## src/rtl/reg_file_sb.sv

```systemverilog
// Multi-read-port register file with a per-entry busy scoreboard.
// Optional same-cycle write-through forwarding: define REG_FILE_BYPASS_EN.
module reg_file_sb #(
    parameter int unsigned DATA_W = 16,
    parameter int unsigned DEPTH  = 8,
    parameter int unsigned NUM_RD = 2,
    localparam int unsigned ADDR_W = $clog2(DEPTH)
) (
    input  logic                     clk,
    input  logic                     reset,
    input  logic                     wr,
    input  logic [ADDR_W-1:0]        wr_addr,
    input  logic [DATA_W-1:0]        d_in,
    input  logic                     rsv,
    input  logic [ADDR_W-1:0]        rsv_addr,
    output logic                     rsv_ok,
    input  logic [NUM_RD*ADDR_W-1:0] rd_addr,
    output logic [NUM_RD*DATA_W-1:0] d_out,
    output logic [NUM_RD-1:0]        rd_busy,
    output logic [DEPTH-1:0]         busy
);

    logic [DATA_W-1:0] mem_q [DEPTH];
    logic [DATA_W-1:0] mem_d [DEPTH];
    logic [DEPTH-1:0]  busy_q, busy_d;
    logic [DEPTH-1:0]  wr_dec, rsv_dec, rsv_grant;

    // Address decoders; an out-of-range address decodes to no entry at all.
    always_comb begin
        wr_dec  = '0;
        rsv_dec = '0;
        for (int unsigned i = 0; i < DEPTH; i++) begin
            wr_dec[i]  = wr && (wr_addr == ADDR_W'(i));
            rsv_dec[i] = rsv && (rsv_addr == ADDR_W'(i));
        end
    end

    assign rsv_grant = rsv_dec & ~busy_q;
    assign rsv_ok    = |rsv_grant;

    // Reservation is applied after the write clear: the newer producer wins.
    always_comb begin
        busy_d = (busy_q & ~wr_dec) | rsv_grant;
        for (int unsigned i = 0; i < DEPTH; i++) begin
            mem_d[i] = wr_dec[i] ? d_in : mem_q[i];
        end
    end

    always_ff @(posedge clk or negedge reset) begin
        if (!reset) begin
            busy_q <= '0;
            for (int unsigned i = 0; i < DEPTH; i++) begin
                mem_q[i] <= '0;
            end
        end else begin
            busy_q <= busy_d;
            for (int unsigned i = 0; i < DEPTH; i++) begin
                mem_q[i] <= mem_d[i];
            end
        end
    end

    assign busy = busy_q;

    for (genvar p = 0; p < NUM_RD; p++) begin : g_rd
        logic [ADDR_W-1:0] addr;
        logic [DATA_W-1:0] data;
        logic              bsy;

        assign addr = rd_addr[p*ADDR_W +: ADDR_W];

        always_comb begin
            data = '0;
            bsy  = 1'b0;
            for (int unsigned i = 0; i < DEPTH; i++) begin
                if (addr == ADDR_W'(i)) begin
                    data = mem_q[i];
                    bsy  = busy_q[i];
                end
            end
`ifdef REG_FILE_BYPASS_EN
            // Forwarding is suppressed under reset so outputs read as cleared.
            if (reset && (|wr_dec) && (addr == wr_addr)) begin
                data = d_in;
                bsy  = rsv_ok && (rsv_addr == addr);
            end
`endif
        end

        assign d_out[p*DATA_W +: DATA_W] = data;
        assign rd_busy[p]                = bsy;
    end

endmodule

```

## config.mk

```make
export PLATFORM = sky130hd
export DESIGN_NAME = reg_file_sb
export DESIGN_NICKNAME = d
export VERILOG_FILES = /design/src/rtl/reg_file_sb.sv
export SDC_FILE = /design/constraint.sdc
export NUM_CORES = 1
export LEC_CHECK = 0
export CAP_MARGIN = 30
export CORE_UTILIZATION = 40
export DETAILED_ROUTE_END_ITERATION = 16
export SYNTH_ARGS = -nofsm -noshare
export SYNTH_HDL_FRONTEND = slang
export SYNTH_SLANG_ARGS = --single-unit
```

## constraint.sdc

```tcl
create_clock -name clk -period 1.95 [get_ports clk]
set_clock_uncertainty 0.15 [all_clocks]
set_input_delay 0.2925 -clock clk [delete_from_list [all_inputs] [get_ports clk]]
set_output_delay 0.2925 -clock clk [all_outputs]
set_load 0.01 [all_outputs]
```

; Word level (Yosys, flattened, before mapping)
; Cells that the tools add are included.
[op_classes]
eq_ne = 28
mux = 32
n_bitwise = 5
n_reduce_logical = 21
[op_table]
columns = op, n
row1 = 16-bit two-way mux, 16
row2 = 3-bit equality test (second input constant), 16
row3 = 3-bit by 2-bit equality test with 1-bit output (second input constant), 8
row4 = 8-bit AND, 2
row5 = 1-bit logical AND, 16
row6 = 1-bit two-way mux, 16
row7 = 8-bit inverter, 2
row8 = 3-bit by 1-bit equality test with 1-bit output (second input constant), 4
row9 = 3-bit zero test, 4
row10 = 8-bit OR, 1
row11 = 8-bit OR reduction, 1
[word_totals]
reg_bits = 136
input_bits = 32
out_inout_bits = 43
elab_cells = 95

; Logic depth before layout (Yosys ltp)
[depth]
depth_word = 9
ltp_mapped = 7
mapped_depth_nobuf = 4

; Least setup slack after synthesis
; No wires, ideal clock.
[synth_path]
kind = input-to-output
startpoint = input rd_addr[1]
endpoint = output d_out[13]
arrival_time_ps = 1413
t_required_ps = 1507
path_slack_ps = 94
path_stages = 5
path_cell_list = buf_2 > buf_2 > buf_2 > mux4_2 > mux2_2
[synth_via]
elab_chain_len = 9
[synth_lines]
columns = item, line
row1 = start: declaration, 17  ; input logic [NUM_RD*ADDR_W-1:0] rd_addr,
row2 = 3-bit zero test, 76  ; if (addr == ADDR_W'(i)) begin
row3 = 16-bit two-way mux (7 in a row), 76
row4 = 16-bit two-way mux *, 76
row5 = end: declaration, 18  ; output logic [NUM_RD*DATA_W-1:0] d_out,
; Mark *: on every way between the ends. The rest lies on a longest branch, timed or not.

; Final worst setup path
[layout_path]
startpoint = register mem_q[109] in the netlist's numbering
endpoint = output d_out[13]
[layout_via]
elab_chain_len = 7
[layout_lines]
columns = item, line
row1 = start: declaration, 23  ; logic [DATA_W-1:0] mem_q [DEPTH];
row2 = start signal: indexed assignment, 58  ; mem_q[i] <= mem_d[i];
row3 = 16-bit two-way mux (7 in a row), 76
; Every way passes these cells.

==> impl_results.rst <==
.. list-table::
   :header-rows: 1

   * - Metric
     - Value
   * - Total congestion overflow after global routing
     - 0
   * - Switching Power
     - 2.939 mW
   * - Hold violation total from the final report
     - 0
   * - Area of the core
     - 18830 um^2
   * - Initial antenna violation count
     - 0
   * - Critical path, cell by cell
     - mux4_2 -> mux2_4 -> buf_6
   * - Yosys warns
     - 0
   * - Count of nets after finishing
     - 850
   * - Critical Path Max Stage Delay
     - 0.47 ns
   * - Maximum number of pins on one net before global-route repair
     - 94
   * - First-pass detailed-route iteration total
     - 4
   * - Area share of the leading cell type in the synthesized netlist
     - 43.86%
   * - Vias
     - 5930
   * - Total of buffers placed on input and output ports
     - 74
   * - Final critical-path setup slack
     - -0.2256 ns
   * - Origin of the worst setup path
     - mem_q[109]$_DFFE_PN0P_
   * - Height of the die
     - 141.3 um
   * - Slew @ Worst Pin
     - 0.5723 ns
   * - Internal power
     - 7.353 mW
   * - Setup repair after global routing missed its margin
     - yes
   * - Hold Crit Class
     - in2reg
   * - Final core utilization
     - 55.68%
   * - Fmax achieved
     - 459.6 MHz
   * - Total length of routed wires
     - 22300 um
   * - Die W
     - 141.3 um
   * - Sequential area share after synthesis
     - 43.86%
   * - Biggest area contributors in the synthesized netlist
     - sky130_fd_sc_hd__dfrtp_1 (44%), sky130_fd_sc_hd__mux2_2 (21%), sky130_fd_sc_hd__mux4_2 (6.1%)
   * - Placed wire-length estimate after detailed placement
     - 14510 um
   * - Number of instances in the synthesized netlist
     - 632
   * - PD cells
     - 981.6 nW/um^2
   * - Most frequent cell after synthesis
     - sky130_fd_sc_hd__mux2_2
   * - Switching Share
     - 28.56%
   * - Share of synthesized registers carrying an async set or reset
     - 100.0%
   * - Share of the clock period used by the worst path
     - 111.6%
   * - Effective utilization at floorplan
     - 41.20%
   * - Total standard cell area after synthesis
     - 7759 um^2
   * - Vias per cell
     - 5.445
   * - Source-to-sink clock delay at the later pin of the worst-skew pair
     - 0.42 ns
   * - Number of storage elements in the synthesis netlist
     - 136
   * - Static leakage
     - 4.667 nW
   * - Max-Slew Margin vs Limit
     - 61.84%
   * - Via count of the first global-routing pass
     - 6469
   * - Clock tree sinks
     - 136
   * - CP max-delay cell
     - sky130_fd_sc_hd__mux4_2
   * - Proportion of power drawn by the clock network
     - 29.9%
   * - Fill cells
     - 1574
   * - Clock root buffer
     - sky130_fd_sc_hd__clkbuf_16
   * - Routability congestion estimate
     - 0.8008
   * - Violated checks
     - setup timing
   * - Total number of H-tree levels
     - 4
   * - Reg2reg end
     - busy[4]$_DFF_PN0_
   * - Clock-pin transition on the worst setup and hold timing paths
     - 0.06 ns
   * - Maximum count of clock buffers along a single path
     - 2
   * - Maximum vdd drop
     - 0.6894 mV
   * - TNS Setup
     - -3.840 ns
   * - Count of pins over their slew limit
     - 0
   * - CTS tree
     - built
   * - Post-Syn Area per Cell
     - 12.28 um^2
   * - Status
     - complete, but fails checks
   * - Register-to-register setup slack
     - 0.72 ns
   * - Area added between synthesis and finish
     - 35.14%
   * - Part of the power in combinational logic
     - 32.2%
   * - Number of max-capacitance violations reported
     - 0
   * - Site Rows
     - 50
   * - Commonest cells in the netlist
     - sky130_fd_sc_hd__mux2_2 (145), sky130_fd_sc_hd__dfrtp_1 (136), sky130_fd_sc_hd__nand2_1 (59)
   * - Arrival time at the worst endpoint
     - 1.73 ns
   * - Post-synth net total
     - 664
   * - Classification of the worst setup path
     - reg2out
   * - Cell depth of the worst min-delay path
     - 3
   * - Starting DRC count in detailed routing
     - 390
   * - Global-route wire length before repair
     - 35420 um
   * - Worst Reg2Reg Path Length in Cells
     - 3
   * - Setup-failing EPs final
     - 33
   * - Global routing usage summed across all routing layers
     - 23.73%
   * - Avg WL per Cell
     - 20.48 um
   * - Sequential fraction of design power
     - 37.8%
   * - CP startpoint kind
     - register
   * - Critical Path RT
     - 1.51 ns
   * - Maximum fanout encountered on the critical timing path
     - 3
   * - Fraction of final layout cells sized beyond drive strength 1
     - 50.66%
   * - Distinct cell type count of the synthesized netlist
     - 43
   * - Antenna Nets Post-Route
     - 0
   * - Primary FF master, synth
     - sky130_fd_sc_hd__dfrtp_1
   * - Worst setup slack after placement
     - -0.6360 ns
   * - Reg2Reg Launch Point
     - busy[4]$_DFF_PN0_
   * - TritonCTS Buffers
     - 17
   * - Worst Setup End Kind
     - output port
   * - I/O pin count
     - 75
   * - Source of the worst hold timing path
     - rsv_addr[0]
   * - Area leader, netlist
     - sky130_fd_sc_hd__dfrtp_1
   * - Hold Crit Endpoint
     - busy[4]$_DFF_PN0_
   * - Shortest period the worst path allows
     - 2.176 ns
   * - Diodes inserted
     - 0
   * - DRC violations left
     - 0
   * - Area enclosed by the die boundary
     - 19960 um^2
   * - Count of flip-flops with a built-in enable after synthesis
     - 0
[through the flow]
stage	total power, mW	instances	hold slack, ns	cell area (um^2)
after CTS	10.30	1087	0.2817	10420
after floorplan	5.536	632	-0.1531	7759
after detailed placement	7.070	1046	0.2673	9694
after global placement	6.946	1046	0.2603	9694
after global routing	10.79	1089	0.3121	10490
final	10.29	1089	0.2869	10490
[what timing repair did]
item,4_1_cts,5_1_grt
hold endpoints to repair,136,0
buffers inserted,10,2
gates resized for setup,204,16
pin swaps,43,17
hold buffers,1,0
endpoints found under the setup margin,37,38
[layout make-up]
| cell class | instances | area (um^2) | area share, % |
|---|---|---|---|
| well taps | 260 | 325.3 | 3.103 |
| inverters | 2 | 7.507 | 0.07160 |
| clock inverters | 7 | 70.07 | 0.6683 |
| repair buffers | 218 | 1949 | 18.59 |
| multi-input cells | 443 | 4242 | 40.45 |
| clock buffers | 23 | 488.0 | 4.654 |
| flip-flops and latches | 136 | 3403 | 32.46 |
[how the worst max path moves through the flow]
stage | to | cells past startpoint | slack [ns]
after detailed placement | rsv_ok | 5 | -0.64
final | d_out[13] | 3 | -0.23
after floorplan | d_out[13] | 5 | 0.09
after global placement | rsv_ok | 5 | -0.66
after CTS | d_out[13] | 3 | -0.23
after global routing | d_out[13] | 3 | -0.27
[power groups by stage]
stage / combinational (mW) / sequential, mW / clock, mW
detailed placement: 3.14 / 3.93 / 0
finish: 3.32 / 3.89 / 3.08
global placement: 3.07 / 3.88 / 0
CTS: 3.29 / 3.89 / 3.12
global route: 3.55 / 3.98 / 3.25
floorplan: 1.66 / 3.87 / 0
[worst max-delay path: cells and delay by family, from the launching register on]
kind                   cells  cell delay [ns]
muxes                      2             0.78
DFF                        1             0.40
buffers and inverters      1             0.13
[state kept, by name, indices dropped and copies added, names as in the netlist]
signal,count
busy,8
mem_q,128
[cell families after synthesis]
family	after synthesis	synth area share, %
AND/OR/NAND/NOR	125	9.240
multiplexers	207	32.43
AO/OA/AOI/OAI	111	10.58
flip-flops	136	43.86
buffers and inverters	53	3.886
[routing by layer]
metal,GRT usage (%),wire length (um),up-vias
met5,0,0,-
li1,-,-,2723
met3,4.455,872,34
met2,41.61,11450,132
met1,29.37,9551,3041
met4,7.895,426,0
[cells in the final DEF, fill, tap and decap left out, types with 4 or more instances in the layout]
master,synthesis,layout
sky130_fd_sc_hd__dfrtp_1,136,136
sky130_fd_sc_hd__mux2_2,145,133
sky130_fd_sc_hd__buf_4,10,115
sky130_fd_sc_hd__nand2_1,59,54
sky130_fd_sc_hd__mux2i_1,41,41
sky130_fd_sc_hd__buf_2,19,29
sky130_fd_sc_hd__clkdlybuf4s50_1,0,26
sky130_fd_sc_hd__nor2b_1,26,24
sky130_fd_sc_hd__buf_6,5,23
sky130_fd_sc_hd__o21ai_0,26,22
sky130_fd_sc_hd__a22o_1,22,22
sky130_fd_sc_hd__mux4_2,21,21
sky130_fd_sc_hd__a21o_1,19,19
sky130_fd_sc_hd__clkbuf_16,0,17
sky130_fd_sc_hd__buf_12,0,17
sky130_fd_sc_hd__mux2_4,0,12
sky130_fd_sc_hd__a32oi_1,21,11
sky130_fd_sc_hd__a32oi_2,0,10
sky130_fd_sc_hd__nand2b_1,9,9
sky130_fd_sc_hd__or2_4,0,8
sky130_fd_sc_hd__o31ai_1,6,6
sky130_fd_sc_hd__nand2_2,0,5
sky130_fd_sc_hd__a21oi_2,0,4
sky130_fd_sc_hd__clkinvlp_4,0,4
sky130_fd_sc_hd__clkbuf_8,0,4
Power figures use the tool's default switching activity.
